--- src/rtl/ctrl_regbank_pkg.sv ---
// Shared constants for the clk_b register bank: register map, interrupt bits,
// capture FSM encoding and the unmapped-read pattern.
package ctrl_regbank_pkg;

  localparam logic [3:0] REG_ID       = 4'h0;
  localparam logic [3:0] REG_CTRL     = 4'h1;
  localparam logic [3:0] REG_CAP_LEN  = 4'h2;
  localparam logic [3:0] REG_STATUS   = 4'h3;
  localparam logic [3:0] REG_INT_STAT = 4'h4;
  localparam logic [3:0] REG_INT_MASK = 4'h5;
  localparam logic [3:0] REG_SCRATCH  = 4'h6;
  localparam logic [3:0] REG_CAP_CNT  = 4'h7;

  localparam int INT_DONE = 0;
  localparam int INT_OVF  = 1;
  localparam int INT_ERR  = 2;

  localparam logic [31:0] ERR_PATTERN = 32'hDEAD_BEEF;

  typedef enum logic [1:0] {
    ST_IDLE    = 2'd0,
    ST_CAPTURE = 2'd1,
    ST_DONE    = 2'd2
  } cap_state_e;

  function automatic logic is_mapped(input logic [3:0] idx);
    return (idx <= REG_CAP_CNT);
  endfunction

endpackage

--- src/rtl/ctrl_regbank_if.sv ---
// Single-cycle register access presented by the clock-domain crossing;
// read data returns combinationally in the same cycle.
interface ctrl_regbank_if #(
  parameter int DATA_WIDTH = 32,
  parameter int ADDR_WIDTH = 19
);
  logic                  valid_b;
  logic                  write_b;
  logic [ADDR_WIDTH-1:0] addr_b;
  logic [DATA_WIDTH-1:0] wdata_b;
  logic [DATA_WIDTH-1:0] rdata_b;

  modport master (output valid_b, output write_b, output addr_b, output wdata_b, input rdata_b);
  modport slave  (input valid_b, input write_b, input addr_b, input wdata_b, output rdata_b);
endinterface

--- src/rtl/ctrl_regbank_cap_fsm.sv ---
// Capture sequencer IDLE -> CAPTURE -> DONE; latches the length at START so
// later CAP_LEN writes do not disturb a running capture.
module ctrl_cap_fsm
  import ctrl_regbank_pkg::*;
(
  input  logic       clk,
  input  logic       rst,
  input  logic       i_start,
  input  logic       i_abort,
  input  logic [15:0] i_len,
  input  logic       i_sample,
  output cap_state_e o_state,
  output logic [15:0] o_cnt,
  output logic       o_cap_start,
  output logic       o_cap_active,
  output logic       o_done
);

  cap_state_e  r_state;
  logic [15:0] r_len;
  logic [15:0] r_cnt;
  logic        r_cap_start;
  logic        r_cap_active;
  logic        r_done;

  // State, latched length, sample count and registered strobes
  always_ff @(posedge clk or posedge rst) begin
    if (rst) begin
      r_state      <= ST_IDLE;
      r_len        <= 16'd0;
      r_cnt        <= 16'd0;
      r_cap_start  <= 1'b0;
      r_cap_active <= 1'b0;
      r_done       <= 1'b0;
    end else begin
      r_cap_start <= 1'b0;
      r_done      <= 1'b0;
      case (r_state)
        ST_IDLE: begin
          if (i_start && !i_abort) begin
            r_cnt <= 16'd0;
            r_len <= i_len;
            if (i_len == 16'd0) begin
              r_state <= ST_DONE;
              r_done  <= 1'b1;
            end else begin
              r_state      <= ST_CAPTURE;
              r_cap_start  <= 1'b1;
              r_cap_active <= 1'b1;
            end
          end
        end
        ST_CAPTURE: begin
          if (i_abort) begin
            r_state      <= ST_IDLE;
            r_cap_active <= 1'b0;
          end else if (i_sample) begin
            r_cnt <= r_cnt + 16'd1;
            if (r_cnt == r_len - 16'd1) begin
              r_state      <= ST_DONE;
              r_cap_active <= 1'b0;
              r_done       <= 1'b1;
            end
          end
        end
        ST_DONE: begin
          r_state <= ST_IDLE;
        end
        default: begin
          r_state      <= ST_IDLE;
          r_cap_active <= 1'b0;
        end
      endcase
    end
  end

  assign o_state      = r_state;
  assign o_cnt        = r_cnt;
  assign o_cap_start  = r_cap_start;
  assign o_cap_active = r_cap_active;
  assign o_done       = r_done;

endmodule

--- src/rtl/ctrl_regbank.sv ---
// clk_b register bank: decode, registers, interrupt aggregation and the capture FSM.
// Optional CTRL_REGBANK_ERR_EN flags unmapped accesses in INT_STAT.ERR.
module ctrl_regbank
  import ctrl_regbank_pkg::*;
#(
  parameter int          DATA_WIDTH = 32,
  parameter int          ADDR_WIDTH = 19,
  parameter logic [31:0] ID_VALUE   = 32'h4144_4331
) (
  input  logic                 clk_b,
  input  logic                 rst_b,
  ctrl_regbank_if.slave        bus,
  input  logic                 sample_vld_b,
  input  logic                 ovf_b,
  output logic                 cap_start_b,
  output logic                 cap_active_b,
  output logic [15:0]          cap_len_b,
  output logic                 irq_b
);

`ifdef CTRL_REGBANK_ERR_EN
  localparam logic [DATA_WIDTH-1:0] W_UNMAPPED = DATA_WIDTH'(ERR_PATTERN);
`else
  localparam logic [DATA_WIDTH-1:0] W_UNMAPPED = {DATA_WIDTH{1'b0}};
`endif

  logic [3:0]            w_idx;
  logic                  w_hit;
  logic                  w_wr;
  logic                  w_start;
  logic                  w_abort;
  logic                  w_err_set;
  logic [2:0]            w_set;
  logic [2:0]            w_clr;
  logic [DATA_WIDTH-1:0] w_rdata;
  cap_state_e            w_state;
  logic [15:0]           w_cnt;
  logic                  w_done;

  logic [15:0]           r_cap_len;
  logic [2:0]            r_int_stat;
  logic [2:0]            r_int_mask;
  logic [DATA_WIDTH-1:0] r_scratch;
  logic                  r_irq;

  assign w_idx   = bus.addr_b[3:0];
  assign w_hit   = (~|bus.addr_b[ADDR_WIDTH-1:4]) & is_mapped(w_idx);
  assign w_wr    = bus.valid_b & bus.write_b & w_hit;
  assign w_start = w_wr & (w_idx == REG_CTRL) & bus.wdata_b[0];
  assign w_abort = w_wr & (w_idx == REG_CTRL) & bus.wdata_b[1];

`ifdef CTRL_REGBANK_ERR_EN
  assign w_err_set = bus.valid_b & ~w_hit;
`else
  assign w_err_set = 1'b0;
`endif

  // Hardware set takes priority over a same-cycle write-1-to-clear
  assign w_set = {w_err_set, ovf_b, w_done};
  assign w_clr = (w_wr && (w_idx == REG_INT_STAT)) ? bus.wdata_b[2:0] : 3'b000;

  ctrl_cap_fsm u_fsm (
    .clk          (clk_b),
    .rst          (rst_b),
    .i_start      (w_start),
    .i_abort      (w_abort),
    .i_len        (r_cap_len),
    .i_sample     (sample_vld_b),
    .o_state      (w_state),
    .o_cnt        (w_cnt),
    .o_cap_start  (cap_start_b),
    .o_cap_active (cap_active_b),
    .o_done       (w_done)
  );

  // Software-writable configuration registers
  always_ff @(posedge clk_b or posedge rst_b) begin
    if (rst_b) begin
      r_cap_len  <= 16'd0;
      r_int_mask <= 3'b000;
      r_scratch  <= {DATA_WIDTH{1'b0}};
    end else if (w_wr) begin
      case (w_idx)
        REG_CAP_LEN:  r_cap_len  <= bus.wdata_b[15:0];
        REG_INT_MASK: r_int_mask <= bus.wdata_b[2:0];
        REG_SCRATCH:  r_scratch  <= bus.wdata_b;
        default:      ;
      endcase
    end
  end

  // Sticky interrupt status and the registered interrupt line
  always_ff @(posedge clk_b or posedge rst_b) begin
    if (rst_b) begin
      r_int_stat <= 3'b000;
      r_irq      <= 1'b0;
    end else begin
      r_int_stat <= (r_int_stat & ~w_clr) | w_set;
      r_irq      <= |(r_int_stat & r_int_mask);
    end
  end

  // Zero-latency read mux, quiet unless a read is in progress
  always_comb begin
    w_rdata = {DATA_WIDTH{1'b0}};
    if (rst_b || !bus.valid_b || bus.write_b) begin
      w_rdata = {DATA_WIDTH{1'b0}};
    end else if (!w_hit) begin
      w_rdata = W_UNMAPPED;
    end else begin
      case (w_idx)
        REG_ID:       w_rdata = DATA_WIDTH'(ID_VALUE);
        REG_CTRL:     w_rdata = {DATA_WIDTH{1'b0}};
        REG_CAP_LEN:  w_rdata = DATA_WIDTH'(r_cap_len);
        REG_STATUS:   w_rdata = DATA_WIDTH'({w_state != ST_IDLE, w_state});
        REG_INT_STAT: w_rdata = DATA_WIDTH'(r_int_stat);
        REG_INT_MASK: w_rdata = DATA_WIDTH'(r_int_mask);
        REG_SCRATCH:  w_rdata = r_scratch;
        REG_CAP_CNT:  w_rdata = DATA_WIDTH'(w_cnt);
        default:      w_rdata = {DATA_WIDTH{1'b0}};
      endcase
    end
  end

  assign bus.rdata_b = w_rdata;
  assign cap_len_b   = r_cap_len;
  assign irq_b       = r_irq;

endmodule

--- src/flat_wrapper.sv ---
// flat-port wrapper written by rule: the top's interface ports become plain ports
module ctrl_regbank_flat import ctrl_regbank_pkg::*;
#(
  parameter int          DATA_WIDTH = 32,
  parameter int          ADDR_WIDTH = 19,
  parameter logic [31:0] ID_VALUE   = 32'h4144_4331
)
  (clk_b, rst_b, sample_vld_b, ovf_b, cap_start_b, cap_active_b, cap_len_b, irq_b, bus_valid_b, bus_write_b, bus_addr_b, bus_wdata_b, bus_rdata_b);
  ctrl_regbank_if #(.DATA_WIDTH(DATA_WIDTH), .ADDR_WIDTH(ADDR_WIDTH)) bus_i ();
  input  logic clk_b;
  input  logic rst_b;
  input  logic sample_vld_b;
  input  logic ovf_b;
  output logic cap_start_b;
  output logic cap_active_b;
  output logic [15:0] cap_len_b;
  output logic irq_b;
  input wire logic [$bits(bus_i.valid_b)-1:0] bus_valid_b;
  input wire logic [$bits(bus_i.write_b)-1:0] bus_write_b;
  input wire logic [$bits(bus_i.addr_b)-1:0] bus_addr_b;
  input wire logic [$bits(bus_i.wdata_b)-1:0] bus_wdata_b;
  output wire logic [$bits(bus_i.rdata_b)-1:0] bus_rdata_b;
  assign bus_i.valid_b = bus_valid_b;
  assign bus_i.write_b = bus_write_b;
  assign bus_i.addr_b = bus_addr_b;
  assign bus_i.wdata_b = bus_wdata_b;
  assign bus_rdata_b = bus_i.rdata_b;
  ctrl_regbank #(.DATA_WIDTH(DATA_WIDTH), .ADDR_WIDTH(ADDR_WIDTH), .ID_VALUE(ID_VALUE)) u_core (.clk_b(clk_b), .rst_b(rst_b), .bus(bus_i), .sample_vld_b(sample_vld_b), .ovf_b(ovf_b), .cap_start_b(cap_start_b), .cap_active_b(cap_active_b), .cap_len_b(cap_len_b), .irq_b(irq_b));
endmodule
--- config.mk ---
export PLATFORM = sky130hd
export DESIGN_NAME = ctrl_regbank_flat
export DESIGN_NICKNAME = d
export VERILOG_FILES = /design/src/rtl/ctrl_regbank_pkg.sv /design/src/rtl/ctrl_regbank_if.sv /design/src/rtl/ctrl_regbank_cap_fsm.sv /design/src/rtl/ctrl_regbank.sv /design/src/flat_wrapper.sv
export SDC_FILE = /design/constraint.sdc
export NUM_CORES = 1
export LEC_CHECK = 0
export ABC_AREA = 1
export ABC_CLOCK_PERIOD_IN_PS = 3300
export CAP_MARGIN = 20
export CORE_AREA = 10 10 145 147
export DETAILED_ROUTE_END_ITERATION = 10
export DIE_AREA = 0 0 155 157
export PLACE_DENSITY = 0.57
export SYNTH_ARGS = -nofsm -noshare
export SYNTH_HDL_FRONTEND = slang
export SYNTH_HIERARCHICAL = 1
export SYNTH_SLANG_ARGS = --single-unit
--- constraint.sdc ---
create_clock -name clk_b -period 3.3 [get_ports clk_b]
set_input_delay 0.825 -clock clk_b [delete_from_list [all_inputs] [get_ports clk_b]]
set_output_delay 0.825 -clock clk_b [all_outputs]
set_load 0.03 [all_outputs]
==> impl_metrics.ini <==
[cells_and_area]
final_area_mm2 = 0.00731
final_layout_size_suffix_gt1_share_pct = 15.6
final_cells = 1121
nNetsFinal = 939
area_growth_pct = 37.2
postLayoutCoreUtil_pct = 39.9

[grt]
grt_usage_pct = 13.1
grt_pass1_wl_um = 25700
antenna_found_initial = 2
grt_max_degree = 46
grt_pass1_vias = 4786
grt_overflow = 0

[timing]
slew_headroom_pct = 57.5
fin_skew_ns = 0.00535
post-route-period-util_pct = 95.1
grt_setup_unrepaired = no
holdWs_ns = 0.458
worst_pin_slew_ns = 0.632
setup_viol = 0
hold_viol = 0
slew_viol_final = 0
clock.fmax_mhz = 319
period_minus_slack_ns = 3.14

[synthesis]
async_flop_share_pct = 100
synth_top_area_share_pct = 43.2
ys_seq_area_share_pct = 43.2
synth_common_cells = 261 x nand2_1, 92 x dfrtp_1, 84 x inv_1, 64 x nor2_1, 56 x o21ai_0
synth_ff_type = dfrtp_1
syn_nets = 806
netlist_area_mm2 = 0.00533
yosys.area.top_type = dfrtp_1
synth_seq_cells = 92
synth_edf_count = 0
yosys_warnings = 6
synth.distinct_cells = 38
synth.most_common_cell = nand2_1
syn_avg_cell_area_um2 = 7.13
synth.area.top_cells = dfrtp_1 43%, nand2_1 18%, inv_1 5.9%
syn_inst = 747

[pwr]
power_density_mw_per_mm2 = 377
p_leak_uw = 0.00366
vdd_ir_drop_max_mv = 0.283
power_uw = 2760

[route]
ant_nets = 0
wl_um = 16100
wl_per_cell_um = 14.4
drtPass1Iterations = 5
remaining_drc_errors = 0
via_count = 5080
drtIter0Drc = 311
vias_per_cell = 4.53

[clocking]
postCtsSetupBuffers = 0
clock_latency_ns = 0.34
cts_max_path_buffers = 2
cts_hold_buf = 0
cts.clk_slew.worst_paths_ns = 0.06
cts_buffers = 9
htree_num_levels = 3
cts_tree = built
clock-sinks = 92
root_buffer = clkbuf_16

[floorplanning]
ios = 108
rows = 50
placeableCoreArea_mm2 = 0.0183
initial_core_util_pct = 29.1
die_h_um = 157
design.die.area_mm2 = 0.0243
die_w_um = 155

[critical_path]
critical_path_arrival_ns = 2.31
critPathMaxFanout = 8
critPathCaptureType = primary output
crit_required_ns = 2.47
path_class = input port to primary output
start_kind = input port

[place]
place.gp.congestion = 0.863
place_hpwl_um = 12600
dp_cells = 1102
placed_cell_area_mm2 = 0.00693
io_buffers = 107

[run]
cap_violations = 0

[worst_hold_path]
min_path_type = register to register

[outcome]
status = completed
## kinds of logic (layout without fill, tap and decap cells)
kind of cell | Yosys count | count (layout) | share of synthesized area [%]
other | 0 | 2 | 0
AOI/OAI and AO/OA | 106 | 106 | 10.7
DFF | 92 | 92 | 43.2
buffers and inverters | 113 | 251 | 8.69
adders and majority gates | 2 | 2 | 0.470
and+or+nand+nor | 424 | 424 | 35.3
xor gates and xnor gates | 10 | 10 | 1.64
## critical path, cell delays in order
cell	delay [ns]
clkdlybuf4s50_1	0.40
nor2_1	0.10
nand2_1	0.07
nor2_2	0.17
nand2_2	0.11
buf_4	0.18
nor3b_1	0.20
buf_4	0.15
buf_12	0.11
## per-stage QoR
stage          worst slack [ns]  setup TNS, ns
6_report                  0.163              0
5_1_grt                  0.0181              0
4_1_cts                  0.0131              0
3_5_place_dp             0.0104              0
3_3_place_gp            -0.0173        -0.0173
2_1_floorplan            -0.117          -1.17
## state kept, by name, summed over array words and instances (netlist names)
signal                     count
u_core/cap_len_b              16
u_core/irq_b                   1
u_core/r_int_mask              3
u_core/r_int_stat              3
u_core/r_scratch              32
u_core/u_fsm/o_cap_active      1
u_core/u_fsm/o_cap_start       1
u_core/u_fsm/o_cnt            16
u_core/u_fsm/o_done            1
u_core/u_fsm/o_state           2
u_core/u_fsm/r_len            16
## power breakdown
| part | switching [µW] | internal [µW] |
|---|---|---|
| Sequential | 110 | 1180 |
| Clock | 445 | 631 |
| Combinational | 208 | 184 |
| Total | 762 | 2000 |
## metal layers
layer / global-route usage (%) / share of wire [%]
met1: 16.9 / 45
met2: 20.7 / 48
met3: 3.71 / 6.3
met4: 3.82 / 1.0
met5: 0 / 0
## layout make-up
cell class | count | area (µm²)
Tap cell | 234 | 293
Multi-Input combinational cell | 542 | 2590
Inverter | 89 | 338
Fill cell | 1927 | 11000
Clock inverter | 5 | 57.6
Sequential cell | 92 | 2300
Timing Repair Buffer | 146 | 1480
Antenna cell | 2 | 5.00
Clock buffer | 11 | 253
## final timing paths
kind	from	endpoint	slack, ns	depth (start not counted)
max	bus_addr_b[6]	bus_rdata_b[17]	0.16	9
min	u_core/u_fsm/o_done$_DFF_PP0_	u_core/r_int_stat[0]$_DFF_PP0_	0.46	2
max reg2reg	u_core/u_fsm/r_len[0]$_DFFE_PP0P_	u_core/u_fsm/o_cap_active$_DFFE_PP0P_	1.26	15
min reg2reg	u_core/u_fsm/o_done$_DFF_PP0_	u_core/r_int_stat[0]$_DFF_PP0_	0.46	2
max in group asynchronous	rst_b	u_core/cap_len_b[12]$_DFFE_PP0P_	2.06	3
min in group asynchronous	rst_b	u_core/r_scratch[30]$_DFFE_PP0P_	0.61	3
## repair_timing
| action | in CTS | in global routing |
|---|---|---|
| pin swaps | 0 | 2 |
| endpoints found under the setup margin | 1 | 30 |
| resized for setup | 1 | 14 |
| cloned | 0 | 1 |
## cells in the final DEF, fill, tap and decap left out, types with 3 or more instances in the layout
cell	netlist	final
nand2_2	4	4
o21ai_1	3	3
nand3b_1	4	4
a211oi_1	3	3
nand2_4	3	3
clkdlybuf4s50_1	0	70
nor3b_2	1	3
nor2_1	64	58
xnor2_1	3	3
a21oi_1	33	33
buf_4	0	57
nor2_2	13	19
nand3_1	36	36
inv_2	5	7
dlymetal6s2s_1	0	5
nand4_1	8	8
o21ai_2	4	4
dfrtp_1	92	92
clkbuf_16	0	10
nor3b_1	12	10
xor2_1	7	7
buf_12	0	13
o21ai_0	56	56
nand2_1	261	261
nor3_1	6	6
inv_1	84	81
nor2_4	5	5
(Power assumes the default switching activity.)
